--- src/rtl/uart_tx_sched.sv ---
// Transmit scheduler sharing one uart_tx between the loopback FIFO and a status source.
// Optional SEND watchdog enabled by defining UART_TX_SCHED_WATCHDOG_EN.
module uart_tx_sched #(
  parameter int unsigned HOLDOFF_CYCLES = 266000000,
  parameter int unsigned GAP_CYCLES     = 1155,
  parameter int unsigned WDOG_CYCLES    = 16384
) (
  input  logic       osc_clk,
  input  logic       Reset,
  input  logic       fifo_empty,
  output logic       fifo_rden,
  input  logic [7:0] fifo_q,
  input  logic       stat_req,
  input  logic [7:0] stat_byte,
  output logic       stat_ack,
  output logic       tx_dv,
  output logic [7:0] tx_byte,
  input  logic       tx_active,
  input  logic       tx_done,
  output logic       busy,
  output logic       grant_src,
  output logic       err
);

  typedef enum logic [2:0] {IDLE, FRD, FCAP, SACK, LOAD, SEND, GAP} state_t;

  state_t      state;
  logic [31:0] hold_cnt;
  logic [31:0] gap_cnt;
  logic        last_grant;
  logic        fifo_elig;

  assign fifo_elig = !fifo_empty && (hold_cnt == HOLDOFF_CYCLES);

  // Hold-off restarts only when the FIFO actually drains.
  always_ff @(posedge osc_clk) begin
    if (Reset || fifo_empty) hold_cnt <= '0;
    else if (hold_cnt != HOLDOFF_CYCLES) hold_cnt <= hold_cnt + 32'd1;
  end

`ifdef UART_TX_SCHED_WATCHDOG_EN
  logic [31:0] wdog_cnt;
`else
  assign err = 1'b0;
`endif

  always_ff @(posedge osc_clk) begin
    if (Reset) begin
      state      <= IDLE;
      fifo_rden  <= 1'b0;
      stat_ack   <= 1'b0;
      tx_dv      <= 1'b0;
      tx_byte    <= '0;
      busy       <= 1'b0;
      grant_src  <= 1'b0;
      last_grant <= 1'b1;
      gap_cnt    <= '0;
`ifdef UART_TX_SCHED_WATCHDOG_EN
      wdog_cnt   <= '0;
      err        <= 1'b0;
`endif
    end else begin
      fifo_rden <= 1'b0;
      stat_ack  <= 1'b0;
      tx_dv     <= 1'b0;
      case (state)
        IDLE: begin
          if (!tx_active && (fifo_elig || stat_req)) begin
            busy <= 1'b1;
            // Strobes are raised on the grant edge so they are visible in FRD/SACK.
            if (fifo_elig && (!stat_req || last_grant)) begin
              state      <= FRD;
              fifo_rden  <= 1'b1;
              grant_src  <= 1'b0;
              last_grant <= 1'b0;
            end else begin
              state      <= SACK;
              stat_ack   <= 1'b1;
              grant_src  <= 1'b1;
              last_grant <= 1'b1;
            end
          end
        end
        FRD: state <= FCAP;
        FCAP: begin
          tx_byte <= fifo_q;
          tx_dv   <= 1'b1;
          state   <= LOAD;
        end
        SACK: begin
          tx_byte <= stat_byte;
          tx_dv   <= 1'b1;
          state   <= LOAD;
        end
        LOAD: begin
          state <= SEND;
`ifdef UART_TX_SCHED_WATCHDOG_EN
          wdog_cnt <= '0;
`endif
        end
        SEND: begin
          if (tx_done) begin
            gap_cnt <= '0;
            if (GAP_CYCLES == 0) begin
              state <= IDLE;
              busy  <= 1'b0;
            end else begin
              state <= GAP;
            end
          end
`ifdef UART_TX_SCHED_WATCHDOG_EN
          else if (wdog_cnt + 32'd1 >= WDOG_CYCLES) begin
            err   <= 1'b1;
            state <= IDLE;
            busy  <= 1'b0;
          end else begin
            wdog_cnt <= wdog_cnt + 32'd1;
          end
`endif
        end
        GAP: begin
          if (gap_cnt == GAP_CYCLES - 1) begin
            state <= IDLE;
            busy  <= 1'b0;
          end else begin
            gap_cnt <= gap_cnt + 32'd1;
          end
        end
        default: begin
          state <= IDLE;
          busy  <= 1'b0;
        end
      endcase
    end
  end

endmodule

--- config.mk ---
export PLATFORM = sky130hd
export DESIGN_NAME = uart_tx_sched
export DESIGN_NICKNAME = d
export VERILOG_FILES = /design/src/rtl/uart_tx_sched.sv
export SDC_FILE = /design/constraint.sdc
export NUM_CORES = 1
export LEC_CHECK = 0
export ABC_AREA = 1
export ABC_CLOCK_PERIOD_IN_PS = 1700
export CORE_ASPECT_RATIO = 0.9
export CORE_MARGIN = 2
export CORE_UTILIZATION = 30
export DETAILED_ROUTE_END_ITERATION = 6
export DONT_BUFFER_PORTS = 1
export MAX_ROUTING_LAYER = met4
export PLACE_DENSITY_LB_ADDON = 0.1
export REMOVE_ABC_BUFFERS = 1
export SETUP_SLACK_MARGIN = 0.3
export SKIP_LAST_GASP = 1
export SLEW_MARGIN = 5
export SYNTH_ARGS = -nofsm -noshare
export SYNTH_HDL_FRONTEND = slang
export SYNTH_SLANG_ARGS = --single-unit
--- constraint.sdc ---
create_clock -name osc_clk -period 1.7 [get_ports osc_clk]
set_input_delay 0 -clock osc_clk [delete_from_list [all_inputs] [get_ports osc_clk]]
set_output_delay 0 -clock osc_clk [all_outputs]
set_load 0.02 [all_outputs]
Word-level counts from Yosys, hierarchy flattened
Cells that the tools add are included.
{ "classes": {"n_addsub": 2, "n_eq_ne": 13, "mux": 15, "bitwise_logic": 3, "n_reduce_logical": 19} }
{ "op_table": {"columns": ["operator", "count"], "rows": [
  ["adder 32 x 1 -> 32 bit, second input constant", 2],
  ["2-to-1 mux 32 bit", 2],
  ["one-hot mux 32 bit (2 select lines)", 1],
  ["== test 32 x 11 -> 1 bit, second input constant", 1],
  ["== test 32 x 28 -> 1 bit, second input constant", 1],
  ["!= test 32 x 28 -> 1 bit, second input constant", 1],
  ["one-hot mux 3 bit (6 select lines)", 1],
  ["one-hot mux 8 bit (2 select lines)", 1],
  ["== test 3 bit, second input constant", 3],
  ["2-to-1 mux 3 bit", 3],
  ["AND reduction 3 bit", 3],
  ["!= test 2 bit, second input constant", 4],
  ["== test 3 x 2 -> 1 bit, second input constant", 2],
  ["2-to-1 mux 1 bit", 5],
  ["OR reduction 5 bit", 1],
  ["nonzero test 2 bit", 2],
  ["== test 3 x 1 -> 1 bit, second input constant", 1],
  ["logical AND 1 bit", 3],
  ["zero test 1 bit", 3],
  ["zero test 3 bit", 1],
  ["logical OR 1 bit", 3],
  ["inverter 1 bit", 3],
  ["one-hot mux 1 bit (3 select lines)", 1],
  ["OR reduction 3 bit", 1],
  ["3 further kinds", 3]
]} }
{ "word_totals": {"reg_bits": 81, "input_bits": 22, "output_inout_bits": 14, "elab_cells": 62} }

Logic depth before layout (Yosys ltp)
Gate-level depths: netlist of the first run.
{ "logic_depth": {"word_depth": 6, "ltp_mapped": 14, "mapped_depth_nobuf": 14} }

Worst setup path after synthesis of the first run
OpenSTA, ideal clock, no wires.
{ "synth_path": {"path_type": "reg-to-reg", "from": "register hold_cnt[0]", "to": "register hold_cnt[30]", "setup_ns": 0.132, "t_arrival_ns": 1.447, "required_ns": 1.568, "setup_slack_ns": 0.121, "path_stages_with_launch": 13, "path_buffers": 0, "period_less_slack_ns": 1.579, "cell_sequence": "dfxtp_1 ha_1 nand2_1 inv_1 nand4_1 nor2_2 nand2_2 nor2_2 nand2_1 clkinv_1 nand2_1 nor2_1 nor3_1"} }
{ "synth_between": {"elab_chain_cells": 1, "elab_cells_between_ends": 2, "classes_between": "add/sub: 1; eq/ne: 1"} }
{ "synth_lines": {"columns": ["item", "line_no", "text"], "rows": [
  ["from (decl)", "28", "logic [31:0] hold_cnt;"],
  ["from (signal assigned)", "38", "else if (hold_cnt != HOLDOFF_CYCLES) hold_cnt <= hold_cnt + 32'd1;"],
  ["adder 32 x 1 -> 32 bit / != test 32 x 28 -> 1 bit (equally long branches)", "38", null]
]} }
Parallel ways exist; a longest one is shown, timed or not.
A chain may end at the register's enable or synchronous reset.

Worst setup path after layout of the first run
{ "layout_path": {"from": "register gap_cnt[0]", "to": "register gap_cnt[2]"} }
{ "layout_between": {"elab_chain_cells": 3, "elab_cells_between_ends": 6, "classes_between": "add/sub: 1; eq/ne: 2; mux: 2; reduce/logical: 1"} }
{ "layout_lines": {"columns": ["item", "line_no", "text"], "rows": [
  ["from (decl)", "29", "logic [31:0] gap_cnt;"],
  ["from (signal assigned)", "126", "gap_cnt <= gap_cnt + 32'd1;"],
  ["adder 32 x 1 -> 32 bit / == test 32 x 11 -> 1 bit (equally long branches)", "126, 122", null],
  ["2-to-1 mux 32 bit / != test 2 bit (equally long branches)", null, null],
  ["one-hot mux 32 bit (2 select lines) / AND reduction 3 bit (equally long branches)", null, null]
]} }
Parallel ways exist; a longest one is shown, timed or not. The select of a mux whose other input is x is not followed.

==> results.py, run 1 <==
metrics = {
    "cts": {
        "clock_sinks": 81,
        "cts_tree": "yes",
        "root_buffer": "clkbuf_16",
        "cts_max_level": 3,
        "cts_buffers": 9,
        "path_clk_slew_ps": 60,
        "insertion_delay_ps": 340,
        "clockBufferDepth": 2,
    },
    "placed_design": {
        "routabilityCongestion": 0.872,
        "dpl_cell_area_um2": 5320,
        "place_ws_ps": -60.1,
        "hpwl_mm": 10.0,
        "io_buffers": 0,
        "placed_cells": 972,
    },
    "global_routing": {
        "first_global_vias": 4950,
        "grt_overflow": 0,
        "antenna_found_initial": 0,
        "track_usage_pct": 19.1,
        "grt_pass1_wl_mm": 24.1,
        "grt_start_max_net_pins": 36,
    },
    "timing": {
        "fin_tns_setup_ps": 0,
        "rsz0062_at_grt": "yes",
        "period_needed_ps": 1660,
        "maxSlewViolCount": 0,
        "period_share_pct": 97.9,
        "worst_pin_slew_ps": 516,
        "relSlewSlack_pct": 65.5,
        "fmax_ghz": 0.601,
        "finalHoldViolations": 0,
        "setup_violations": 0,
        "clock-skew-final_ps": 4.80,
        "layout_setup_ws_ps": 35.8,
    },
    "detailed_routing": {
        "wl_mm": 14.8,
        "vias": 5007,
        "ant_nets": 0,
        "vias_per_cell": 4.85,
        "wl_per_cell_um": 14.4,
        "drc": 0,
        "drt_iter0_markers": 262,
        "drt_first_pass_iters": 4,
    },
    "final_layout": {
        "antennaDiodeCount": 0,
        "utilization_pct": 44.0,
        "final_common_cell": "nand2_1",
        "final_nets": 853,
        "instances_no_fill": 1032,
        "synthToLayoutAreaGrowth_pct": 44.5,
        "layout_common_cells": "132 x nand2_1, 82 x buf_4, 73 x inv_1, 64 x nor2_1, 60 x dfxtp_1",
        "fin_area_um2": 6720,
        "drive_gt1_share_pct": 36.5,
    },
    "logic_synthesis": {
        "syn_inst": 717,
        "syn_area_um2": 4650,
        "synth_flop_cell": "dfxtp_1",
        "ys_types": 39,
        "yosysWarnings": 0,
        "ys_async_sr_fraction_pct": 0,
        "synth_edf_count": 0,
        "syn_avg_cell_area_um2": 6.49,
        "synth_seq_cells": 81,
        "yosysSeqAreaShare_pct": 34.9,
    },
    "floorplan": {
        "initial_core_util_pct": 30.4,
        "die_w_um": 135,
        "die_area_um2": 16500,
        "core_area_um2": 15300,
        "fp-row-count": 43,
        "die_h_um": 122,
        "io-pin-count": 36,
    },
    "setup_path": {
        "cp.arrival_ps": 1900,
        "cp_max_fo": 5,
        "cpLargestDelayFamily": "simple AND/OR/NAND/NOR gates",
        "slowest_stage": "dfxtp_2",
        "critical_path_class": "flop to flop",
        "crit_required_ps": 1940,
        "startpoint_type": "flop",
        "slowest_delay_ps": 340,
        "end_kind": "flop",
        "path_cells": "inv_2, ha_4, nand3_4, nor2_4, nand2_2, o21ai_4, nand2_8, buf_6, nand3_2, nand2_1, inv_1, nor2_1",
        "cp_num_buf_inv": 3,
    },
    "min_path": {
        "hp-class": "primary input to flop",
    },
    "job": {
        "drv_cap": 0,
    },
    "pwr": {
        "peakVddDrop_uv": 488,
        "p_leak_uw": 0.00254,
        "p_per_area_nw_per_um2": 791,
    },
    "run_status": {
        "status": "complete, no violations",
    },
}
-- where the power goes --
group / switching (µW) / total (µW) / internal (µW)
registers: 204 / 2240 / 2040
logic: 789 / 1250 / 460
clock network: 778 / 1830 / 1050
total: 1770 / 5310 / 3540
-- worst paths after layout --
kind | start | to | slack [ps] | cells past startpoint
setup / recovery | gap_cnt[0] | gap_cnt[2] | 40 | 12
hold / removal | Reset | hold_cnt[28] | 50 | 4
setup reg to reg | gap_cnt[0] | gap_cnt[2] | 40 | 12
hold reg to reg | last_grant | last_grant | 460 | 2
-- cells in the mapped netlist, drive strengths merged (5+ instances only) --
cell / count / area share, %
nand2: 188 / 16
o21ai: 34 / 3.7
nand4: 19 / 2.6
nor3: 29 / 3.4
buf: 7 / 1.6
nor2: 95 / 8.1
a21oi: 63 / 7.7
nor4: 5 / 0.67
inv: 90 / 7.3
nand3: 64 / 7.0
or2: 5 / 0.67
dfxtp: 81 / 35
clkbuf: 8 / 0.65
mux2i: 7 / 1.5
-- area by class of cell --
cell class                      instances  area [µm²]
Fill cell                            1583        8560
Multi-Input combinational cell        533        3260
Sequential cell                        81        1660
Timing Repair Buffer                  111         927
Inverter                               91         354
Clock buffer                           11         253
Tap cell                              202         253
Clock inverter                          3        17.5
-- through the flow --
stage	total power [µW]	hold slack, ps
2_1_floorplan	2790	62.4
3_3_place_gp	3080	70.5
4_1_cts	5240	22.5
3_5_place_dp	3090	69.8
6_report	5310	45.2
5_1_grt	5600	44.8
-- flip-flops by register name, summed over array words and instances (netlist names) --
signal,count
gap_cnt,32
hold_cnt,32
tx_byte,8
state,3
busy,1
fifo_rden,1
grant_src,1
last_grant,1
stat_ack,1
tx_dv,1
-- metal layers --
layer	vias up	track usage [%]	wire, µm
li1	2571	-	-
met1	2336	23.7	6980
met2	85	31.9	7130
met3	15	3.66	532
met4	0	4.82	178
met5	-	-	0
-- timing repair --
| item | 4_1_cts | 5_1_grt |
|---|---|---|
| setup buffers | 15 | 8 |
| pin swaps | 28 | 40 |
| resized for setup | 98 | 115 |
| gates cloned | 3 | 0 |
| hold endpoints to repair | 46 | 0 |
| setup endpoints to repair | 65 | 74 |
| hold buffers | 20 | 0 |
-- cell families (layout without fill, tap and decap cells) --
family	after synthesis	in the layout	synth area share [%]
adder cells (fa/ha/maj)	4	4	1.08
other	1	1	0.0806
AND/OR/NAND/NOR	409	412	39.5
AO/OA/AOI/OAI	105	105	12.7
flip-flops	81	81	34.9
XOR/XNOR	4	4	0.753
multiplexers	7	7	1.51
buffers and inverters	106	216	9.55
-- worst register-to-register path, delay by kind of cell, from the launching register on --
| family | cells | cell delay, ps |
|---|---|---|
| buffers and inverters | 3 | 290 |
| AO/OA/AOI/OAI | 1 | 230 |
| flip-flops | 1 | 340 |
| adder cells (fa/ha/maj) | 1 | 130 |
| AND/OR/NAND/NOR | 7 | 570 |
No activity file was read; power rests on OpenSTA's default activity.
==> inputs of run 2 (changes only) <==
--- a/config.mk
+++ b/config.mk
@@ -8,7 +8,7 @@
 export ABC_AREA = 1
 export ABC_CLOCK_PERIOD_IN_PS = 1700
 export CORE_ASPECT_RATIO = 0.9
-export CORE_MARGIN = 2
+export CORE_MARGIN = 10
 export CORE_UTILIZATION = 30
 export DETAILED_ROUTE_END_ITERATION = 6
 export DONT_BUFFER_PORTS = 1
==> run 2 against run 1 <==
Net effect:
- cell count up 0.78%
- critical path depth down 2
- final area up 4.5%
- global-route usage down 4.3 points
- clock skew up 4.1 ps
- sequential share of layout area down 0.82 points
- combinational power up 8%
==> results.py, run 2 (synthesized netlist as in run 1, its figures left out) <==
metrics = {
    "global_routing": {
        "grt_pass1_wl_mm": 24.6,
        "first_global_vias": 4880,
        "track_usage_pct": 14.7,
        "grt_start_max_net_pins": 36,
        "antenna_found_initial": 0,
        "grt_overflow": 0,
    },
    "floorplan": {
        "io-pin-count": 36,
        "die_h_um": 138,
        "die_w_um": 151,
        "fp-row-count": 43,
        "die_area_um2": 20900,
        "initial_core_util_pct": 30.3,
        "core_area_um2": 15300,
    },
    "timing": {
        "clock-skew-final_ps": 8.90,
        "hold-worst-slack_ps": 46.8,
        "period_needed_ps": 1690,
        "setup_violations": 0,
        "period_share_pct": 99.5,
        "worst_pin_slew_ps": 589,
        "fin_tns_setup_ps": 0,
        "relSlewSlack_pct": 60.7,
        "maxSlewViolCount": 0,
        "fmax_ghz": 0.591,
        "finalHoldViolations": 0,
        "rsz0062_at_grt": "yes",
    },
    "final_layout": {
        "num-fill-cells": 1532,
        "utilization_pct": 45.8,
        "multi_input_area_um2": 3430,
        "register_area_um2": 1680,
        "final_common_cell": "nand2_1",
        "final_nets": 859,
        "synthToLayoutAreaGrowth_pct": 51.1,
        "drive_gt1_share_pct": 42.5,
        "antennaDiodeCount": 0,
        "layout_common_cells": "127 x nand2_1, 79 x buf_4, 65 x inv_1, 58 x nor2_1",
        "reg_top3": "gap_cnt: 32 flops, hold_cnt: 32 flops, tx_byte: 8 flops",
    },
    "cts": {
        "cts_tree": "yes",
        "clockBufferDepth": 2,
        "insertion_delay_ps": 340,
        "cts_buffers": 9,
        "root_buffer": "clkbuf_16",
        "path_clk_slew_ps": 70,
        "cts_max_level": 3,
        "clock_sinks": 81,
    },
    "placed_design": {
        "routabilityCongestion": 0.877,
        "hpwl_mm": 10.2,
        "io_buffers": 0,
    },
    "setup_path": {
        "worstRegToRegCells": 10,
        "cp.arrival_ps": 1960,
        "critical_path_class": "flop to flop",
        "crit_path_frequent_cell": "nand2_8",
        "reg2reg_slack_ps": 9,
        "cp.depth": 10,
        "cp_num_buf_inv": 1,
        "slowest_stage": "dfxtp_4",
        "crit_start": "gap_cnt[0]",
        "end_kind": "flop",
        "r2r-start": "gap_cnt[0]",
        "crit_required_ps": 1970,
        "slowest_delay_ps": 370,
        "path_cells": "inv_4, ha_4, nand3_2, nor2_2, nand2_2, o21ai_4, nand2_8, nand2_8, nand2_4, a21oi_2",
        "crit_end": "gap_cnt[10]",
        "cpLargestDelayFamily": "simple AND/OR/NAND/NOR gates",
        "cp_max_fo": 8,
        "reg2reg_to": "gap_cnt[10]",
        "startpoint_type": "flop",
    },
    "detailed_routing": {
        "drt_iter0_markers": 204,
        "wl_per_cell_um": 14.6,
        "drt_first_pass_iters": 4,
        "ant_nets": 0,
        "vias_per_cell": 4.89,
        "wl_mm": 15.2,
        "drc": 0,
        "vias": 5087,
    },
    "run_status": {
        "status": "complete, no violations",
    },
    "job": {
        "drv_cap": 0,
    },
    "pwr": {
        "p_leak_uw": 0.00267,
        "peakVddDrop_uv": 634,
        "p_per_area_nw_per_um2": 804,
    },
    "min_path": {
        "hp-class": "primary input to flop",
    },
}
==> run 2: worst min-delay path by stage <==
stage / from / to / slack [ps] / cells after the start
2_1_floorplan: Reset / gap_cnt[15] / 60 / 1
3_3_place_gp: Reset / gap_cnt[15] / 70 / 1
3_5_place_dp: Reset / gap_cnt[15] / 70 / 1
4_1_cts: stat_req / fifo_rden / 30 / 4
5_1_grt: Reset / hold_cnt[15] / 60 / 4
6_report: Reset / hold_cnt[10] / 50 / 4
==> run 2: final cells by class <==
type                    instances  area share (%)
multi-input cells             533            48.8
inverters                      91            5.07
well taps                     202            3.60
clock buffers                  12            3.65
clock inverters                 4           0.730
repair buffers                117            14.3
flip-flops and latches         81            23.8
==> run 2: power by group <==
group,internal (µW),leakage (µW),switching (µW)
Sequential,2030,0.000672,217
Clock,1220,0.000149,827
Combinational,515,0.00185,837
==> run 2: what timing repair did <==
item	in CTS	in global routing
hold buffers	20	0
buffers inserted	14	17
cloned	3	0
endpoints found under the setup margin	62	77
endpoints found under the hold margin	45	0
pin swaps	32	66
gates resized for setup	97	195
==> run 2: tightest hold or removal path: stages <==
cell     delay [ps]
nor2_1           20
buf_4           210
o21ai_2          80
a21oi_1          40
==> run 2: through the flow <==
stage / cells / power (µW) / worst slack (ps) / area (µm²)
after floorplan: 702 / 2790 / -484 / 4550
after global placement: 970 / 3090 / 2.98 / 5300
after detailed placement: 970 / 3090 / -49.4 / 5300
after CTS: 1023 / 5490 / 12.5 / 6310
after global routing: 1040 / 5930 / -107 / 7030
final: 1040 / 5650 / 9.01 / 7030
==> run 2: routing by layer <==
metal	global-route usage, %	vias up	part of all wire, %
met5	-	-	0
met4	3.44	0	1.1
met3	3.07	9	4.3
met2	22.9	91	48
met1	19.1	2395	47
li1	-	2592	-
